### src/rtl/spike_rate_decoder_pkg.sv
// Shared constants for the spike rate decoder: widths and the hex seven-segment table.
package spike_rate_decoder_pkg;

  localparam int RATE_W = 4;
  localparam int WIN_W  = 24;

  // Segments g..a, active high, bit0 = a
  localparam logic [6:0] SEG7_TBL [16] = '{
    7'h3F, 7'h06, 7'h5B, 7'h4F, 7'h66, 7'h6D, 7'h7D, 7'h07,
    7'h7F, 7'h6F, 7'h77, 7'h7C, 7'h39, 7'h5E, 7'h79, 7'h71
  };

endpackage

### src/rtl/spike_rate_decoder_seg7_hex.sv
// Combinational hex digit to seven-segment decode.
module seg7_hex
  import spike_rate_decoder_pkg::*;
(
  input  logic [RATE_W-1:0] hex,
  output logic [6:0]        seg
);

  assign seg = SEG7_TBL[hex];

endmodule

### src/rtl/spike_rate_decoder.sv
// Counts rising edges of a neuron spike train over a fixed window of enabled
// cycles and latches the saturated count plus its seven-segment image.
module spike_rate_decoder
  import spike_rate_decoder_pkg::*;
#(
  parameter logic [WIN_W-1:0] WINDOW_CYCLES = 24'd10_000_000
) (
  input  logic              clk,
  input  logic              rst,
  input  logic              en,
  input  logic              spike_in,
  output logic [7:0]        seg_out,
  output logic [RATE_W-1:0] rate,
  output logic              rate_valid
);

  localparam logic [WIN_W-1:0] WIN_LAST = WINDOW_CYCLES - 1'b1;

  function automatic logic [RATE_W-1:0] sat_inc(input logic [RATE_W-1:0] a,
                                                input logic              inc);
    if (inc && (&a))
      return a;
    return a + {{(RATE_W-1){1'b0}}, inc};
  endfunction

  logic              spike_q;
  logic              spike_evt;
  logic [WIN_W-1:0]  win_cnt;
  logic [RATE_W-1:0] acc;
  logic              ovf;
  logic              terminal;
  logic [RATE_W-1:0] rate_next;
  logic              dp_next;
  logic [6:0]        seg_next;

  // Edge detect and window bookkeeping (combinational view of the current cycle)
  assign spike_evt = spike_in & ~spike_q;
  assign terminal  = en && (win_cnt == WIN_LAST);
  assign rate_next = sat_inc(acc, spike_evt);
  assign dp_next   = ovf | (spike_evt & (&acc));

  seg7_hex u_seg7_hex (
    .hex (rate_next),
    .seg (seg_next)
  );

  // Registered state; outputs latch on the edge closing the terminal cycle
  always_ff @(posedge clk) begin
    if (rst) begin
      spike_q    <= 1'b0;
      win_cnt    <= '0;
      acc        <= '0;
      ovf        <= 1'b0;
      rate       <= '0;
      rate_valid <= 1'b0;
      seg_out    <= 8'h3F;
    end else begin
      spike_q    <= spike_in;
      rate_valid <= 1'b0;
      if (en) begin
        if (terminal) begin
          win_cnt    <= '0;
          acc        <= '0;
          ovf        <= 1'b0;
          rate       <= rate_next;
          seg_out    <= {dp_next, seg_next};
          rate_valid <= 1'b1;
        end else begin
          win_cnt <= win_cnt + 1'b1;
          acc     <= sat_inc(acc, spike_evt);
          if (spike_evt && (&acc))
            ovf <= 1'b1;
        end
      end
    end
  end

endmodule

### config.mk
export PLATFORM = sky130hd
export DESIGN_NAME = spike_rate_decoder
export DESIGN_NICKNAME = d
export VERILOG_FILES = /design/src/rtl/spike_rate_decoder_pkg.sv /design/src/rtl/spike_rate_decoder_seg7_hex.sv /design/src/rtl/spike_rate_decoder.sv
export SDC_FILE = /design/constraint.sdc
export NUM_CORES = 1
export LEC_CHECK = 0
export ABC_CLOCK_PERIOD_IN_PS = 5700
export CAP_MARGIN = 25
export CORE_MARGIN = 2
export CORE_UTILIZATION = 46
export CTS_CLUSTER_DIAMETER = 100
export CTS_CLUSTER_SIZE = 25
export DETAILED_ROUTE_END_ITERATION = 10
export SLEW_MARGIN = 25
export SYNTH_ARGS = -nofsm -noshare
export SYNTH_HDL_FRONTEND = slang
export SYNTH_HIERARCHICAL = 1
export SYNTH_SLANG_ARGS = --single-unit
### constraint.sdc
create_clock -name clk -period 5.7 [get_ports clk]
set_clock_uncertainty 0.15 [all_clocks]
set_input_delay 0.855 -clock clk [delete_from_list [all_inputs] [get_ports clk]]
set_output_delay 0.855 -clock clk [all_outputs]
set_load 0.01 [all_outputs]
==> metrics.md, run 1 <==
| Metric | Value |
|---|---|
| Share of cells above drive strength 1 | 0.0854 |
| Final nets | 294 |
| CTS tree | done |
| Hold buffer count at cts | 0 |
| CTS resizes | 0 |
| Hold Crit Class | flop to flop |
| Highest Clock Rate | ~280 MHz |
| Reg2reg path depth | 8 |
| Main synth FF type | dfxtp_1 |
| Rows | 26 |
| CTS H-tree depth | 2 |
| Vias per cell | between 5 and 6 |
| Crit path time final | 3560 ps |
| CP Class | input pin to flop |
| Crit path DAT | approximately 3600 ps |
| Initial antenna violation count | 0 |
| Most frequent cells in the layout | 43 x dfxtp_1, 23 x nor2_1, 22 x nand3_1 |
| Distinct cells, synth | 53 |
| Clk Latency, worst-skew pair | between 200 and 300 ps |
| Synth Area in Simple Gates | 0.309 |
| Unrepaired setup endpoints after global routing | no |
| Initial DRC Count | between 100 and 150 |
| Post-layout util | 0.521 |
| Final ANT Viol Nets | 0 |
| WHS Endpoint | ovf |
| Yosys warns | 6 |
| DP Wirelength | around 3600 um |
| Diode count | 0 |
| Final Max Slew Viols | 0 |
| Post-route DRC violation count | 0 |
| Largest net degree at the start of global routing | 21 |
| Syn Nets | 287 |
| P&R area growth vs syn | 10.5% |
| Final hold violation count | 0 |
| Multi-input logic area | approximately 0.0014 sq mm |
| Syn Std Cell Area | 0.00239 sq mm |
| Overflow after GRT | 0 |
| Die area | slightly below 0.006 sq mm |
| Root buf cell | clkbuf_8 |
| Slew @ Worst Pin | between 900 and 1000 ps |
| Multiplexer share of the synthesized area | 0.0460 |
| Main combinational cell family by area after synthesis | simple AND/OR/NAND/NOR gates |
| Compound-Gate Fraction of Synth Area | 0.123 |
| Post-synthesis cell count | 273 |
| Endpoint class of the critical path | flop |
| DR WL/cell | between 10 and 15 um |
| Final setup fails | 0 |
| # IOs | 17 |
| Fin crit share | 0.624 |
| Number of global-route vias before repair | 1,803 |
| R2R Path Start | spike_q |
| Total Wirelength | roughly 5200 um |
| Register area share after synthesis | 0.360 |
| Worst slew margin | 0.352 |
| CORE AREA | slightly above 0.005 sq mm |
| Status | complete, no violations |
| Worst VDD drop | 0.140 mV |
| R2r setup slk | 2900 ps |
| Yosys reg bits | 43 |
| Die Y | around 76 um |
| PortBufs | 16 |
| # Max-Cap Violations | 0 |
| # clock sinks | between 40 and 50 |
| CTS clk-pin slew, worst paths | 80 ps |
| GPL Wtd Cong | 0.791 |
| GRT Resource Usage Total | 0.188 |
| Die W | around 76 um |
| Storage element area | 861 sq um |
| Synth Area per Inst | around 9 sq um |
| TNS Setup | 0 ps |
| Post-synthesis adder-cell area fraction | 0.0523 |
| Worst setup SP type | input pin |
| XOR/XNOR Fraction of Synth Area | 0.0513 |
| Cell area power density | 202 mW/mm^2 |
| Clock buffer depth | 2 |
| Most common cell after layout, fill and taps aside | dfxtp_1 |
| Fillers | 475 |
| Max FO, Critical Path | 14 |
| Req. time, crit path | around 5700 ps |
| Router iterations before antenna repair | 4 |
| Number of setup buffers added after CTS | 0 |
| Post-synth EDFFs | 0 |
| Hold path start | ovf |
| Hold Path Stages | 2 |
| Num CTS Buffers | 5 |
| Worst reg2reg path endpoint | seg_out[3] |
| Ys async rst share | 0 |
| Initial Utilization | 0.471 |
| Wire length of the first global-routing pass | between 8000 and 9000 um |
| Via count | 1,993 |
| Leak pwr | around 0.83 nW |
## cell families after synthesis
logic type                 count (synthesis)
buffers and inverters                     29
DFF                                       43
and+or+nand+nor                          121
muxes                                      9
adders and majority gates                 10
xor gates and xnor gates                  14
AOI/OAI and AO/OA                         47
## Yosys cell counts (5+ instances only)
cell type  number  area, sq um
a21oi_1        17         85.1
buf_2           8         40.0
clkbuf_1        5         18.8
dfxtp_1        43          861
ha_1           10          125
inv_1          10         37.5
mux2i_1         5         50.1
nand2_1        10         37.5
nand3_1        22          110
nand3b_1        5         37.5
nand4_1         6         37.5
nor2_1         23         86.3
nor3_1          9         45.0
nor4_1          9         56.3
o21ai_0         8         40.0
o31ai_1         5         37.5
or4_1           5         37.5
xnor2_1        10         87.6
## stage by stage
step | std cells | hold slack, ps | power (mW) | setup WS, ps | area, sq um
after global routing | 351 | 369 | 0.561 | 1960 | 2640
final | 351 | 333 | 0.533 | 2140 | 2640
after floorplan | 273 | 287 | 0.342 | 2780 | 2390
after global placement | 343 | 299 | 0.352 | 1950 | 2560
after detailed placement | 343 | 318 | 0.352 | 1890 | 2560
after CTS | 351 | 337 | 0.544 | 2200 | 2640
## report_power, final
part           internal (mW)  switching [mW]
clock                 0.0861           0.102
sequential             0.302         0.00237
combinational         0.0172          0.0232
total                  0.406           0.128
## routing by layer
| metal | wire, um | GRT usage | vias to the layer above |
|---|---|---|---|
| met4 | 61 | 0.0600 | 0 |
| met3 | 212 | 0.0474 | 8 |
| met1 | 2780 | 0.281 | 935 |
| met2 | 2180 | 0.263 | 32 |
| met5 | 0 | 0 | - |
| li1 | - | - | 1018 |
## worst max path at each step
| stage | startpoint | end | slack (ps) | cells past startpoint |
|---|---|---|---|---|
| floorplan | spike_in | seg_out[3] | 2780 | 11 |
| global placement | spike_in | seg_out[3] | 1950 | 9 |
| detailed placement | spike_in | seg_out[3] | 1890 | 9 |
| CTS | spike_in | seg_out[3] | 2200 | 9 |
| global route | spike_in | seg_out[3] | 1960 | 9 |
| finish | spike_in | seg_out[3] | 2140 | 9 |
## registers in the layout, indices dropped and copies added, names as in the netlist
signal and count:
win_cnt 24, seg_out 8, acc 4, rate 4
ovf 1, rate_valid 1, spike_q 1
## critical path: stages
cell and delay, ps:
clkdlybuf4s50_1 430, nor2b_1 140, ha_1 190, and3_1 190, and3_1 200, nor2_1 750, mux4_1 640, nand3_1 80
nand3_1 80
## area by class of cell
class,count,share of cell area
Sequential cell,43,0.326
Tap cell,70,0.0331
Clock inverter,1,0.00189
Inverter,10,0.0142
Timing Repair Buffer,19,0.0691
Clock buffer,7,0.0289
Multi-Input combinational cell,201,0.527
Power figures use the tool's default switching activity.
==> inputs of run 2 (changes only) <==
- ABC_CLOCK_PERIOD_IN_PS: 5700 -> 3400
- clock period: 5.7 -> 3.4 ns (I/O delays scaled with it)
==> run 2 against run 1 <==
  * Worst setup slack got worse by 1700 ps
  * Sequential power increased by 68%
  * Register-to-register slack got worse by 2000 ps
  * Count of clock-buffer cells in the layout increased by 1
  * Clock power increased by 93%
  * Die area unchanged
  * Worst hold slack improved by 13 ps
  * Via count increased by 2.5%
  * Cell count increased by 1.1%
  * Critical endpoint unchanged
  * Largest cell class unchanged
  * Largest power group unchanged
==> metrics.md, run 2 (synthesis gave the netlist of run 1 again) <==
| Metric | Value |
|---|---|
| Largest Register | win_cnt |
| Vias per cell | 5.75 (+1.4%) |
| CTS tree | done |
| Router iterations before antenna repair | 4 (unchanged) |
| Wire length of the first global-routing pass | 8770 um (-1.1%) |
| Diode count | 0 (unchanged) |
| Most crowded layer after global routing | met2 |
| Die area | 0.00579 sq mm (unchanged) |
| Critical Path, Cell by Cell | clkdlybuf4s50_1 > nor2b_1 > ha_1 > ha_1 > nor2_1 > inv_1 > inv_1 > ha_1 > inv_1 > mux4_1 > nand3_1 > nand3_1 |
| Final setup fails | 0 (unchanged) |
| Crit path DAT | 2950 ps (-620 ps) |
| CP Class | input pin to flop |
| Hold Crit Class | flop to flop |
| Largest regs | win_cnt: 24 flops, seg_out: 8 flops |
| Met3 usage | 0.0273 (-0.0201) |
| Status | complete, no violations |
| DR WL/cell | 14.8 um (-0.88%) |
| CTS resizes | 0 (unchanged) |
| PortBufs | 16 (unchanged) |
| Final ANT Viol Nets | 0 (unchanged) |
| Highest Clock Rate | between 300 and 400 MHz |
| Fin area | 0.00269 sq mm (+1.8%) |
| Worst setup SP type | input pin |
| Largest net degree at the start of global routing | 17 (-19%) |
| Initial Utilization | 0.471 (unchanged) |
| GR Util met1 | 0.266 (-0.0156) |
| Number of global-route vias before repair | 1,800 (-0.17%) |
| Placed inst area | 0.00259 sq mm (+1.2%) |
| Die W | 76.1 um (unchanged) |
| # IOs | 17 (unchanged) |
| DP Wirelength | 3640 um (+2.3%) |
| P&R area growth vs syn | 12.5% |
| Slowest stage delay, CP | 480 ps (-270 ps) |
| Req. time, crit path | 3410 ps (-2300 ps) |
| # Max-Cap Violations | 0 (unchanged) |
| Most frequent cells in the layout | 43 x dfxtp_1, 23 x nor2_1, 22 x nand3_1 |
| Slowest cell on crit path | mux4_1 |
| Crit path time final | between 2000 and 3000 ps |
| Leak pwr | 0.864 nW (+3.5%) |
| Crit path max-delay family | buffers and inverters |
| Worst VDD drop | 0.154 mV (+9.4%) |
| GRT Resource Usage Total | 0.182 (-0.00580) |
| CTS clk-pin slew, worst paths | 80 ps (about the same) |
| Via count | 2,043 (+2.5%) |
| Clock buffer depth | 2 (unchanged) |
| Final Max Slew Viols | 0 (unchanged) |
| Root buf cell | clkbuf_8 |
| TNS Setup | 0 ps (unchanged) |
| Levels on crit path | 12 (+3) |
| Endpoint class of the critical path | flop |
| Sum of buffers and inverters on the critical path | 4 (+3) |
| Total Wirelength | 5250 um (+0.25%) |
| Share of cells above drive strength 1 | 0.102 (+0.0163) |
| Total power | 946 uW (+77%) |
| Die Y | 76.1 um (unchanged) |
| Rows | 26 (unchanged) |
| Slew @ Worst Pin | 830 ps (-138 ps) |
| Hold Path Stages | 2 (unchanged) |
| Worst slew margin | 0.442 (+0.0898) |
| GPL Wtd Cong | 0.794 (+0.30%) |
| Most common cell after layout, fill and taps aside | dfxtp_1 |
| Clk Latency, worst-skew pair | 290 ps (about the same) |
| Overflow after GRT | 0 (unchanged) |
| Num CTS Buffers | 5 (unchanged) |
| Reg2reg path depth | 11 (+3) |
| CORE AREA | 0.00507 sq mm (unchanged) |
| Final nets | 298 (+1.4%) |
| Number of flip-flops in the largest register | 24 (unchanged) |
| Initial antenna violation count | 0 (unchanged) |
| Hold buffer count at cts | 0 (unchanged) |
| Final hold violation count | 0 (unchanged) |
| Unrepaired setup endpoints after global routing | no |
| CTS H-tree depth | 2 (unchanged) |
| GR Util met2 | 0.279 (+0.0161) |
| Fin crit share | 0.864 |
| Initial DRC Count | 91 (-23%) |
| Number of setup buffers added after CTS | 0 (unchanged) |
| Max FO, Critical Path | 5 (-9) |
| # clock sinks | 43 (unchanged) |
| Cell area power density | 351 mW/mm^2 (+74%) |
| Post-route DRC violation count | 0 (unchanged) |
## run 2: cell types whose count changed in the layout (fill, tap and decap cells not counted), sizes merged
cell,previous run,this run
clkinv,1,0
buf,3,7
clkbuf,7,8
## run 2: worst min-delay path: cells and delay by family, from the launching register on
kind	cells	cell delay, ps
AO/OA/AOI/OAI	1	60
flip-flops	1	310
AND/OR/NAND/NOR	1	70
## run 2: layout make-up
| type | count | area [sq um] |
|---|---|---|
| Sequential cell | 43 | 861 |
| Timing Repair Buffer | 23 | 213 |
| Inverter | 10 | 37.5 |
| Multi-Input combinational cell | 201 | 1390 |
| Fill cell | 492 | 2380 |
| Clock buffer | 8 | 100 |
| Tap cell | 70 | 87.6 |
## run 2: metrics by stage
| step | setup WS, ps | cells | hold WS [ps] | utilization |
|---|---|---|---|---|
| 6_report | 463 | 355 | 346 | 0.530 |
| 5_1_grt | 289 | 355 | 365 | 0.530 |
| 4_1_cts | 477 | 355 | 348 | 0.530 |
| 3_5_place_dp | 173 | 347 | 326 | 0.511 |
| 3_3_place_gp | 228 | 347 | 301 | 0.511 |
| 2_1_floorplan | 824 | 273 | 287 | - |
## run 2: worst paths after layout
| kind | slack (ps) | end | startpoint |
|---|---|---|---|
| setup / recovery | 460 | seg_out[3] | spike_in |
| hold / removal | 350 | seg_out[0] | seg_out[0] |
| setup reg to reg | 870 | seg_out[3] | spike_q |
| hold reg to reg | 350 | seg_out[0] | seg_out[0] |
## run 2: power breakdown
| part | total, mW | internal (mW) | switching (mW) |
|---|---|---|---|
| combinational | 0.0722 | 0.0316 | 0.0406 |
| clock | 0.363 | 0.186 | 0.177 |
| sequential | 0.511 | 0.507 | 0.00367 |
| total | 0.946 | 0.724 | 0.221 |
## run 2: routing by layer
| layer | part of all wire | wire (um) | up-vias |
|---|---|---|---|
| met1 | 0.53 | 2770 | 992 |
| met3 | 0.027 | 144 | 5 |
| met2 | 0.44 | 2290 | 21 |
| met5 | 0 | 0 | - |
| met4 | 0.0088 | 46 | 0 |
| li1 | - | - | 1025 |
==> inputs of run 3 (changes only) <==
- CTS_CLUSTER_SIZE: 25 -> not set
==> results of run 3 <==
Same layout as run 2: the final DEF is identical, and so are final timing and power.
